## src/rtl/uart_tx_pkg.sv

```systemverilog
// ============================================================================
// Module      : uart_tx_pkg
// Description : Shared definitions for the UART transmit path. Holds the
//               frame state encoding, the default clock and line rates, and
//               helpers that derive the baud divisor and its counter width.
//               The receive side is expected to import the same package.
// Revision    : 1.0 - initial release
// ============================================================================
`default_nettype none

package uart_tx_pkg;

  // Frame sequencer states (2-bit encoding shared with the receiver).
  typedef enum logic [1:0] {
    ST_IDLE  = 2'd0,
    ST_START = 2'd1,
    ST_DATA  = 2'd2,
    ST_STOP  = 2'd3
  } uart_state_e;

  localparam int DEF_CLK_FREQ  = 27_000_000;
  localparam int DEF_BAUD_RATE = 115_200;

  // System clocks per line bit; integer truncation is intentional.
  function automatic int clks_per_bit(input int clk_freq, input int baud_rate);
    return clk_freq / baud_rate;
  endfunction

  // Width of a counter that runs 0..cpb-1.
  function automatic int baud_cnt_width(input int cpb);
    return $clog2(cpb);
  endfunction

endpackage

`default_nettype wire

```

## src/rtl/uart_tx_if.sv

```systemverilog
// ============================================================================
// Module      : uart_tx_if
// Description : Byte-in / serial-out bundle of the UART transmitter.
//               master : byte producer (drives tx_data, tx_valid)
//               slave  : transmitter  (drives tx_ready, tx_busy, tx_done, tx)
// Ports       : tx_data  - byte to send, sampled only on accept
//               tx_valid - tx_data is valid
//               tx_ready - transmitter idle, can accept
//               tx_busy  - frame in progress
//               tx_done  - one-cycle pulse at frame end
//               tx       - serial line, idle high
// Revision    : 1.0 - initial release
// ============================================================================
`default_nettype none

interface uart_tx_if #(
  parameter int DATA_BITS = 8
) ();

  logic [DATA_BITS-1:0] tx_data;
  logic                 tx_valid;
  logic                 tx_ready;
  logic                 tx_busy;
  logic                 tx_done;
  logic                 tx;

  modport master (
    output tx_data, tx_valid,
    input  tx_ready, tx_busy, tx_done, tx
  );

  modport slave (
    input  tx_data, tx_valid,
    output tx_ready, tx_busy, tx_done, tx
  );

endinterface

`default_nettype wire

```

## src/rtl/uart_baud_gen.sv

```systemverilog
// ============================================================================
// Module      : uart_baud_gen
// Description : Bit-period counter. Counts 0..CLKS_PER_BIT-1 and flags the
//               terminal count; wraps on its own and is held at zero while
//               clear is high.
// Ports       : clk   - system clock
//               rst_n - asynchronous reset, active low
//               clear - hold counter at zero
//               tick  - counter is at terminal count this cycle
// Revision    : 1.0 - initial release
// ============================================================================
`default_nettype none

module uart_baud_gen
  import uart_tx_pkg::*;
#(
  parameter int CLKS_PER_BIT = 234
) (
  input  logic clk,
  input  logic rst_n,
  input  logic clear,
  output logic tick
);

  localparam int               CNT_W = baud_cnt_width(CLKS_PER_BIT);
  localparam logic [CNT_W-1:0] TERM  = CNT_W'(CLKS_PER_BIT - 1);

  logic [CNT_W-1:0] cnt_q;
  logic [CNT_W-1:0] cnt_d;

  always_comb begin
    cnt_d = cnt_q + 1'b1;
    if (clear || (cnt_q == TERM)) begin
      cnt_d = '0;
    end
  end

  always_ff @(posedge clk or negedge rst_n) begin
    if (!rst_n) begin
      cnt_q <= '0;
    end else begin
      cnt_q <= cnt_d;
    end
  end

  assign tick = (cnt_q == TERM);

endmodule

`default_nettype wire

```

## src/rtl/uart_tx.sv

```systemverilog
// ============================================================================
// Module      : uart_tx
// Description : UART transmitter. Accepts one byte per valid/ready handshake
//               and sends start bit, DATA_BITS data bits LSB first, then
//               STOP_BITS stop bits. All outputs are registered; the line
//               idles high, including while reset is asserted.
// Ports       : clk   - system clock, rising edge
//               rst_n - asynchronous reset, active low
//               bus   - uart_tx_if.slave (tx_data, tx_valid in;
//                       tx_ready, tx_busy, tx_done, tx out)
// Revision    : 1.0 - initial release
// ============================================================================
`default_nettype none

module uart_tx
  import uart_tx_pkg::*;
#(
  parameter int CLK_FREQ  = DEF_CLK_FREQ,
  parameter int BAUD_RATE = DEF_BAUD_RATE,
  parameter int DATA_BITS = 8,
  parameter int STOP_BITS = 1
) (
  input  logic     clk,
  input  logic     rst_n,
  uart_tx_if.slave bus
);

  localparam int               CLKS_PER_BIT = clks_per_bit(CLK_FREQ, BAUD_RATE);
  localparam int               IDX_W        = $clog2(DATA_BITS);
  localparam logic [IDX_W-1:0] LAST_IDX     = IDX_W'(DATA_BITS - 1);
  localparam logic             STOP_LAST    = 1'(STOP_BITS - 1);

  generate
    if (CLKS_PER_BIT < 2) begin : g_chk_baud
      $error("uart_tx: CLK_FREQ/BAUD_RATE must be at least 2");
    end
    if ((DATA_BITS < 5) || (DATA_BITS > 9)) begin : g_chk_data
      $error("uart_tx: DATA_BITS must be 5..9");
    end
    if ((STOP_BITS != 1) && (STOP_BITS != 2)) begin : g_chk_stop
      $error("uart_tx: STOP_BITS must be 1 or 2");
    end
  endgenerate

  uart_state_e          state_q, state_d;
  logic [IDX_W-1:0]     idx_q,   idx_d;
  logic                 stop_q,  stop_d;
  logic [DATA_BITS-1:0] shreg_q, shreg_d;
  logic                 tx_q,    tx_d;
  logic                 ready_q, ready_d;
  logic                 busy_q,  busy_d;
  logic                 done_q,  done_d;

  logic w_clear;
  logic w_tick;

  // Holding the counter at zero in IDLE makes the START bit last exactly
  // CLKS_PER_BIT cycles from the accept edge; afterwards the counter wraps
  // on its own at each bit boundary.
  assign w_clear = (state_q == ST_IDLE);

  uart_baud_gen #(
    .CLKS_PER_BIT(CLKS_PER_BIT)
  ) u_baud_gen (
    .clk  (clk),
    .rst_n(rst_n),
    .clear(w_clear),
    .tick (w_tick)
  );

  always_comb begin
    state_d = state_q;
    idx_d   = idx_q;
    stop_d  = stop_q;
    shreg_d = shreg_q;
    tx_d    = tx_q;
    ready_d = ready_q;
    done_d  = 1'b0;

    case (state_q)
      ST_IDLE: begin
        if (bus.tx_valid && ready_q) begin
          shreg_d = bus.tx_data;
          tx_d    = 1'b0;
          ready_d = 1'b0;
          state_d = ST_START;
        end
      end
      ST_START: begin
        if (w_tick) begin
          tx_d    = shreg_q[0];
          idx_d   = '0;
          state_d = ST_DATA;
        end
      end
      ST_DATA: begin
        if (w_tick) begin
          shreg_d = shreg_q >> 1;
          if (idx_q == LAST_IDX) begin
            tx_d    = 1'b1;
            stop_d  = 1'b0;
            state_d = ST_STOP;
          end else begin
            // tx is registered, so load the bit that becomes shreg[0].
            tx_d  = shreg_q[1];
            idx_d = idx_q + 1'b1;
          end
        end
      end
      ST_STOP: begin
        if (w_tick) begin
          if (stop_q == STOP_LAST) begin
            tx_d    = 1'b1;
            ready_d = 1'b1;
            done_d  = 1'b1;
            state_d = ST_IDLE;
          end else begin
            stop_d = stop_q + 1'b1;
          end
        end
      end
      default: begin
        state_d = ST_IDLE;
      end
    endcase

    busy_d = ~ready_d;
  end

  always_ff @(posedge clk or negedge rst_n) begin
    if (!rst_n) begin
      state_q <= ST_IDLE;
      idx_q   <= '0;
      stop_q  <= 1'b0;
      shreg_q <= '0;
      tx_q    <= 1'b1;
      ready_q <= 1'b1;
      busy_q  <= 1'b0;
      done_q  <= 1'b0;
    end else begin
      state_q <= state_d;
      idx_q   <= idx_d;
      stop_q  <= stop_d;
      shreg_q <= shreg_d;
      tx_q    <= tx_d;
      ready_q <= ready_d;
      busy_q  <= busy_d;
      done_q  <= done_d;
    end
  end

  assign bus.tx       = tx_q;
  assign bus.tx_ready = ready_q;
  assign bus.tx_busy  = busy_q;
  assign bus.tx_done  = done_q;

endmodule

`default_nettype wire

```

## src/flat_wrapper.sv

```systemverilog
// flat-port wrapper written by rule: the top's interface ports become plain ports
module uart_tx_flat import uart_tx_pkg::*;
#(
  parameter int CLK_FREQ  = DEF_CLK_FREQ,
  parameter int BAUD_RATE = DEF_BAUD_RATE,
  parameter int DATA_BITS = 8,
  parameter int STOP_BITS = 1
)
  (clk, rst_n, bus_tx_data, bus_tx_valid, bus_tx_ready, bus_tx_busy, bus_tx_done, bus_tx);
  uart_tx_if #(.DATA_BITS(DATA_BITS)) bus_i ();
  input  logic clk;
  input  logic rst_n;
  input wire logic [$bits(bus_i.tx_data)-1:0] bus_tx_data;
  input wire logic [$bits(bus_i.tx_valid)-1:0] bus_tx_valid;
  output wire logic [$bits(bus_i.tx_ready)-1:0] bus_tx_ready;
  output wire logic [$bits(bus_i.tx_busy)-1:0] bus_tx_busy;
  output wire logic [$bits(bus_i.tx_done)-1:0] bus_tx_done;
  output wire logic [$bits(bus_i.tx)-1:0] bus_tx;
  assign bus_i.tx_data = bus_tx_data;
  assign bus_i.tx_valid = bus_tx_valid;
  assign bus_tx_ready = bus_i.tx_ready;
  assign bus_tx_busy = bus_i.tx_busy;
  assign bus_tx_done = bus_i.tx_done;
  assign bus_tx = bus_i.tx;
  uart_tx #(.CLK_FREQ(CLK_FREQ), .BAUD_RATE(BAUD_RATE), .DATA_BITS(DATA_BITS), .STOP_BITS(STOP_BITS)) u_core (.clk(clk), .rst_n(rst_n), .bus(bus_i));
endmodule
```

## config.mk

```make
export PLATFORM = sky130hd
export DESIGN_NAME = uart_tx_flat
export DESIGN_NICKNAME = d
export VERILOG_FILES = /design/src/rtl/uart_tx_pkg.sv /design/src/rtl/uart_tx_if.sv /design/src/rtl/uart_baud_gen.sv /design/src/rtl/uart_tx.sv /design/src/flat_wrapper.sv
export SDC_FILE = /design/constraint.sdc
export NUM_CORES = 1
export LEC_CHECK = 0
export ABC_AREA = 1
export BUFFER_PORTS_ARGS = -buffer_cell sky130_fd_sc_hd__buf_2
export CELL_PAD_IN_SITES_DETAIL_PLACEMENT = 1
export CELL_PAD_IN_SITES_GLOBAL_PLACEMENT = 1
export CORE_MARGIN = 1
export CORE_UTILIZATION = 40
export CTS_CLUSTER_SIZE = 16
export DETAILED_ROUTE_END_ITERATION = 10
export GPL_TIMING_DRIVEN = 0
export PLACE_DENSITY_LB_ADDON = 0.1
export SLEW_MARGIN = 0
export SYNTH_ARGS = -nofsm -noshare
export SYNTH_HDL_FRONTEND = slang
export SYNTH_SLANG_ARGS = --single-unit
```

## constraint.sdc

```tcl
create_clock -name clk -period 3.11 [get_ports clk]
set_input_delay 0.622 -clock clk [delete_from_list [all_inputs] [get_ports clk]]
set_output_delay 0.622 -clock clk [all_outputs]
set_load 0.1 [all_outputs]
```

==> results.cfg, run 1 <==
[critical_path]
cp-start-kind = register
crit_buf_inv = 1
r2r_start = u_core.state_q[0]
r2r_end = u_core.shreg_q[4]
ff2ff_path_depth = 9
cp.required_ps = 2490
ff2ff_setup_slack_ps = 1400
crit_cells = 1
worstPathMaxFanout = 2
cp_top_family = flip-flops
crit_path_start = u_core.bus.tx
worstSetupPathType = register to primary output
cp_data_arrival_time_ps = 1290
crit_path_top_delay_cell = dfstp_2
slowest_delay_ps = 560
crit_chain = buf_2
end_kind = primary output

[synthesis]
syn_inst = 171
synth-seq-cells = 25
synth_top_area_cell = dfrtp_1
ys_async_sr_fraction_pct = 100
synth_area_sq_mm = 0.00134
synthTopCellsByCount = nand2_1 (69), dfrtp_1 (23), inv_1 (16), nand3_1 (11), nor2_1 (10)
seq_area_frac_synth_pct = 46.7
synth-edff-count = 0
synth_area_leaders = dfrtp_1 (43%), nand2_1 (19%), ha_1 (7.4%)
ys_types = 20
avgSynthCellArea_sq_um = 7.86
synth_top_flop_cell = dfrtp_1
synth_most_common_cell = nand2_1
yosysWarnings = 0
synth_nets = 190
netlist.area_leader.share_pct = 42.8

[finish]
fillCellCount = 414
final-seq-area_sq_um = 628
antenna_cells = 0
postLayoutCellArea_sq_mm = 0.00150
layout-drive-gt1-share_pct = 15.9
multiInputGateArea_sq_um = 637
nNetsFinal = 209
area_growth_pct = 11.3

[detailed_routing]
topRoutingLayerUsed = met4
dr_wl_met2_mm = 1.45
wirelength_mm = 2.88
ant_nets = 0
dr.pass1.iters = 3
drt-met1-wl_mm = 1.33
drcViolationCount = 0
via_per_inst = 4.73
vias = 1102
dr_wl_met3_um = 65
wl_per_cell_um = 12.3
drt_iter0_drc = 36

[pwr]
power.switching_uw = 119
powerDensity_mw_per_mm2 = 337
power.share.clock_pct = 29.3
power_leakage_uw = 0.000826
vdd_ir_drop_max_mv = 0.151
p_int_uw = 384
pwr-share-comb_pct = 5.7
p_seq_share_pct = 65.0
swShare_pct = 23.7

[status]
outcome = completed

[placement]
dpl_cell_area_sq_mm = 0.00147
post-dp-hpwl_mm = 2.22
place.gp.congestion = 0.714
portBuffers = 14

[sta]
fmax_ghz = 0.523
drv_slew = 0
skew_ps = 4.18
holdWs_ps = 279
worstMarginPinSlew_ps = 577
setup_viol = 0
rsz0062_at_grt = false
slew_headroom_pct = 61.5
period_needed_ps = 1910
fin_tns_setup_ps = 0
hold_viol_final = 0
fin_crit_sh_pct = 61.5

[cts]
clockBufferDepth = 2
post_cts_buffers = 0
cts_buffers = 3
cts_root_buf = clkbuf_4
cts_tree = built
clkLatencyLatePin_ps = 310
h-tree-depth = 1
clk_pin_slew_ps = 140
holdBufCountCts = 0
ctsResizeCount = 0
clock-sinks = 25

[global_routing]
antenna_found_initial = 0
grt_max_degree = 26
first_global_vias = 1116
grt_pass1_wl_mm = 4.92
overflow = 0
track_usage_pct = 18.5

[floorplan]
die-area_sq_mm = 0.00360
rows = 20
io_pins = 15
dieHeight_um = 60.0
die_w_um = 60.0
core_region_area_sq_mm = 0.00313
initial_core_util_pct = 43.0

[min_path]
min_path_type = input pin to asynchronous set/reset pin

[job]
drv_cap = 0
[final cells by class]
cell class,instances,area share (%)
buffer,3,1.00
clock buffer,4,1.76
inverter,17,4.27
multi-input combinational,126,42.6
sequential,25,42.0
tap,44,3.68
timing repair buffer,14,4.69
[metal layers]
metal,global-route usage [%],vias to the layer above
li1,-,573
met1,23.0,515
met2,32.1,10
met3,3.03,4
met4,6.31,0
met5,0,-
[state kept, by name, summed over array words and instances (netlist names), named ones only]
| register | count |
|---|---|
| u_core.bus.tx | 1 |
| u_core.bus.tx_busy | 1 |
| u_core.bus.tx_done | 1 |
| u_core.idx_q | 3 |
| u_core.shreg_q | 8 |
| u_core.state_q | 2 |
| u_core.u_baud_gen.cnt_q | 8 |
[how the worst max path moves through the flow]
stage | endpoint | slack (ps)
floorplan | u_core.shreg_q[7] | 1460
global placement | u_core.shreg_q[7] | 1430
detailed placement | u_core.shreg_q[7] | 1410
CTS | bus_tx_ready | 1180
global route | bus_tx_ready | 1150
finish | bus_tx | 1200
[layout by cell type (no fill, tap or decap), drive strengths merged]
cell,count
ha,8
nand2,72
dfrtp,23
o21ai,8
inv,17
clkbuf,4
buf,17
nand3,11
o31ai,2
a21oi,6
nor2,13
dfstp,2
nor3,3
nand4,1
o21bai,2
[cells by family (layout without fill, tap and decap cells)]
logic type	Yosys count	count (layout)	share of synthesized area, %
compound gates	18	18	8.29
fa+ha+maj	8	8	7.45
buf+inv	20	38	5.87
flops	25	25	46.7
simple gates	100	100	31.7
[power by group through the flow]
| stage | Combinational, uW | Sequential [uW] | Clock (uW) |
|---|---|---|---|
| 2_1_floorplan | 4.64 | 344 | 0 |
| 3_5_place_dp | 29.6 | 334 | 0 |
| 4_1_cts | 29.7 | 328 | 156 |
| 6_report | 28.7 | 327 | 148 |
| 3_3_place_gp | 29.0 | 333 | 0 |
| 5_1_grt | 32.1 | 328 | 170 |
[stage by stage]
step	std cells	worst slack (ps)	utilization, %	total power (uW)
after global placement	229	1430	47.0	362
after floorplan	171	1460	-	348
after CTS	233	1180	47.8	513
final	233	1200	47.8	504
after detailed placement	229	1410	47.0	363
after global routing	233	1150	47.8	530
Power figures use the tool's default switching activity.
==> run 2: changes to the inputs <==
==> constraint.sdc (replaced) <==
create_clock -name clk -period 1.9 [get_ports clk]
set_input_delay 0.38 -clock clk [delete_from_list [all_inputs] [get_ports clk]]
set_output_delay 0.38 -clock clk [all_outputs]
set_load 0.1 [all_outputs]
==> results.cfg, run 2 (synthesis results as in run 1) <==
[status]
outcome = completed

[sta]
worstMarginPinSlew_ps = 576
fin_tns_setup_ps = 0
fin_crit_sh_pct = 87.7
hold_viol_final = 0
period_needed_ps = 1670
drv_slew = 0
fmax_ghz = 0.600
setup_viol = 0
rsz0062_at_grt = false
skew_ps = 1.53
slew_headroom_pct = 61.6

[cts]
cts_root_buf = clkbuf_4
cts_buffers = 3
clockBufferDepth = 2
clk_pin_slew_ps = 140
h-tree-depth = 1
post_cts_buffers = 0
cts_tree = built
clkLatencyLatePin_ps = 310
clock-sinks = 25
holdBufCountCts = 0

[finish]
layout_common_cells = nand2_1 (69), dfrtp_1 (23), inv_1 (16), buf_2 (16), nand3_1 (11)
layout_commonest_cell = nand2_1
nNetsFinal = 209
post-route-util_pct = 47.9
reg.largest.list = u_core.shreg_q: 8 flops, u_core.u_baud_gen.cnt_q: 8 flops, u_core.idx_q: 3 flops
fillCellCount = 413
layout-drive-gt1-share_pct = 15.9
area_growth_pct = 11.5
antenna_cells = 0

[placement]
post-dp-hpwl_mm = 2.22
portBuffers = 14
place.gp.congestion = 0.714

[detailed_routing]
ant_nets = 0
drt_iter0_drc = 40
wirelength_mm = 2.89
wl_per_cell_um = 12.4
vias = 1102
dr.pass1.iters = 4
via_per_inst = 4.73
drcViolationCount = 0

[critical_path]
r2r_start = u_core.state_q[0]
crit_buf_inv = 1
cp_data_arrival_time_ps = 1290
worstSetupPathType = register to primary output
crit_path_top_delay_cell = dfstp_2
ff2ff_setup_slack_ps = 240
crit_cells = 1
cp_top_family = flip-flops
cp-start-kind = register
r2r_end = u_core.shreg_q[7]
slowest_delay_ps = 560
crit_chain = buf_2
cp.required_ps = 1520
worstPathMaxFanout = 2
end_kind = primary output
ff2ff_path_depth = 9

[global_routing]
grt_max_degree = 26
track_usage_pct = 18.5
overflow = 0
grt_pass1_wl_mm = 4.92
first_global_vias = 1116
antenna_found_initial = 0

[pwr]
powerDensity_mw_per_mm2 = 549
power_leakage_uw = 0.000828
vdd_ir_drop_max_mv = 0.247

[job]
drv_cap = 0

[floorplan]
initial_core_util_pct = 43.0
die_w_um = 60.0
core_region_area_sq_mm = 0.00313
io_pins = 15
die-area_sq_mm = 0.00360
rows = 20
dieHeight_um = 60.0

[min_path]
min_path_type = input pin to asynchronous set/reset pin
-- run 2: power by group --
group | total [uW] | internal (uW) | switching (uW)
clock network | 239 | 81.9 | 157
registers | 536 | 535 | 0.785
logic | 46.9 | 12.1 | 34.8
-- run 2: cell type report --
type,instances,area [sq um],area share (%)
flip-flops and latches,25,628,41.9
well taps,44,55.1,3.68
repair buffers,14,70.1,4.68
inverters,17,63.8,4.26
clock buffers,4,26.3,1.75
plain buffers,3,17.5,1.17
multi-input cells,126,637,42.5
-- run 2: routing by layer --
metal	wire (um)	share of wire, %	global-route usage [%]	up-vias
li1	-	-	-	571
met1	1330	46	23.0	517
met2	1470	51	32.1	10
met3	60	2.1	3.03	4
met4	34	1.2	6.31	0
met5	0	0	0	-
-- run 2: metrics by stage --
stage | setup slack (ps) | hold WS, ps | total power (uW) | cell area (sq um) | cells
after floorplan | 252 | 84.4 | 570 | 1340 | 171
after global placement | 222 | 408 | 593 | 1470 | 229
after detailed placement | 199 | 416 | 594 | 1470 | 229
after CTS | 173 | 55.2 | 840 | 1500 | 233
after global routing | 2.13 | 65.2 | 867 | 1500 | 233
final | 233 | 43.5 | 822 | 1500 | 233
-- run 2: repair_timing --
| item | in CTS | in global routing |
|---|---|---|
| hold endpoints to repair | 0 | 0 |
| setup endpoints to repair | 0 | 1 |
| gates resized for setup | 0 | 2 |
-- run 2: worst max-delay path by stage --
| stage | from | to | slack (ps) |
|---|---|---|---|
| 2_1_floorplan | register | u_core.shreg_q[7] | 250 |
| 3_3_place_gp | u_core.state_q[0] | u_core.shreg_q[7] | 220 |
| 3_5_place_dp | u_core.state_q[0] | u_core.shreg_q[7] | 200 |
| 4_1_cts | u_core.state_q[0] | u_core.shreg_q[7] | 170 |
| 5_1_grt | u_core.state_q[0] | u_core.bus.tx | 2 |
| 6_report | u_core.bus.tx | bus_tx | 230 |
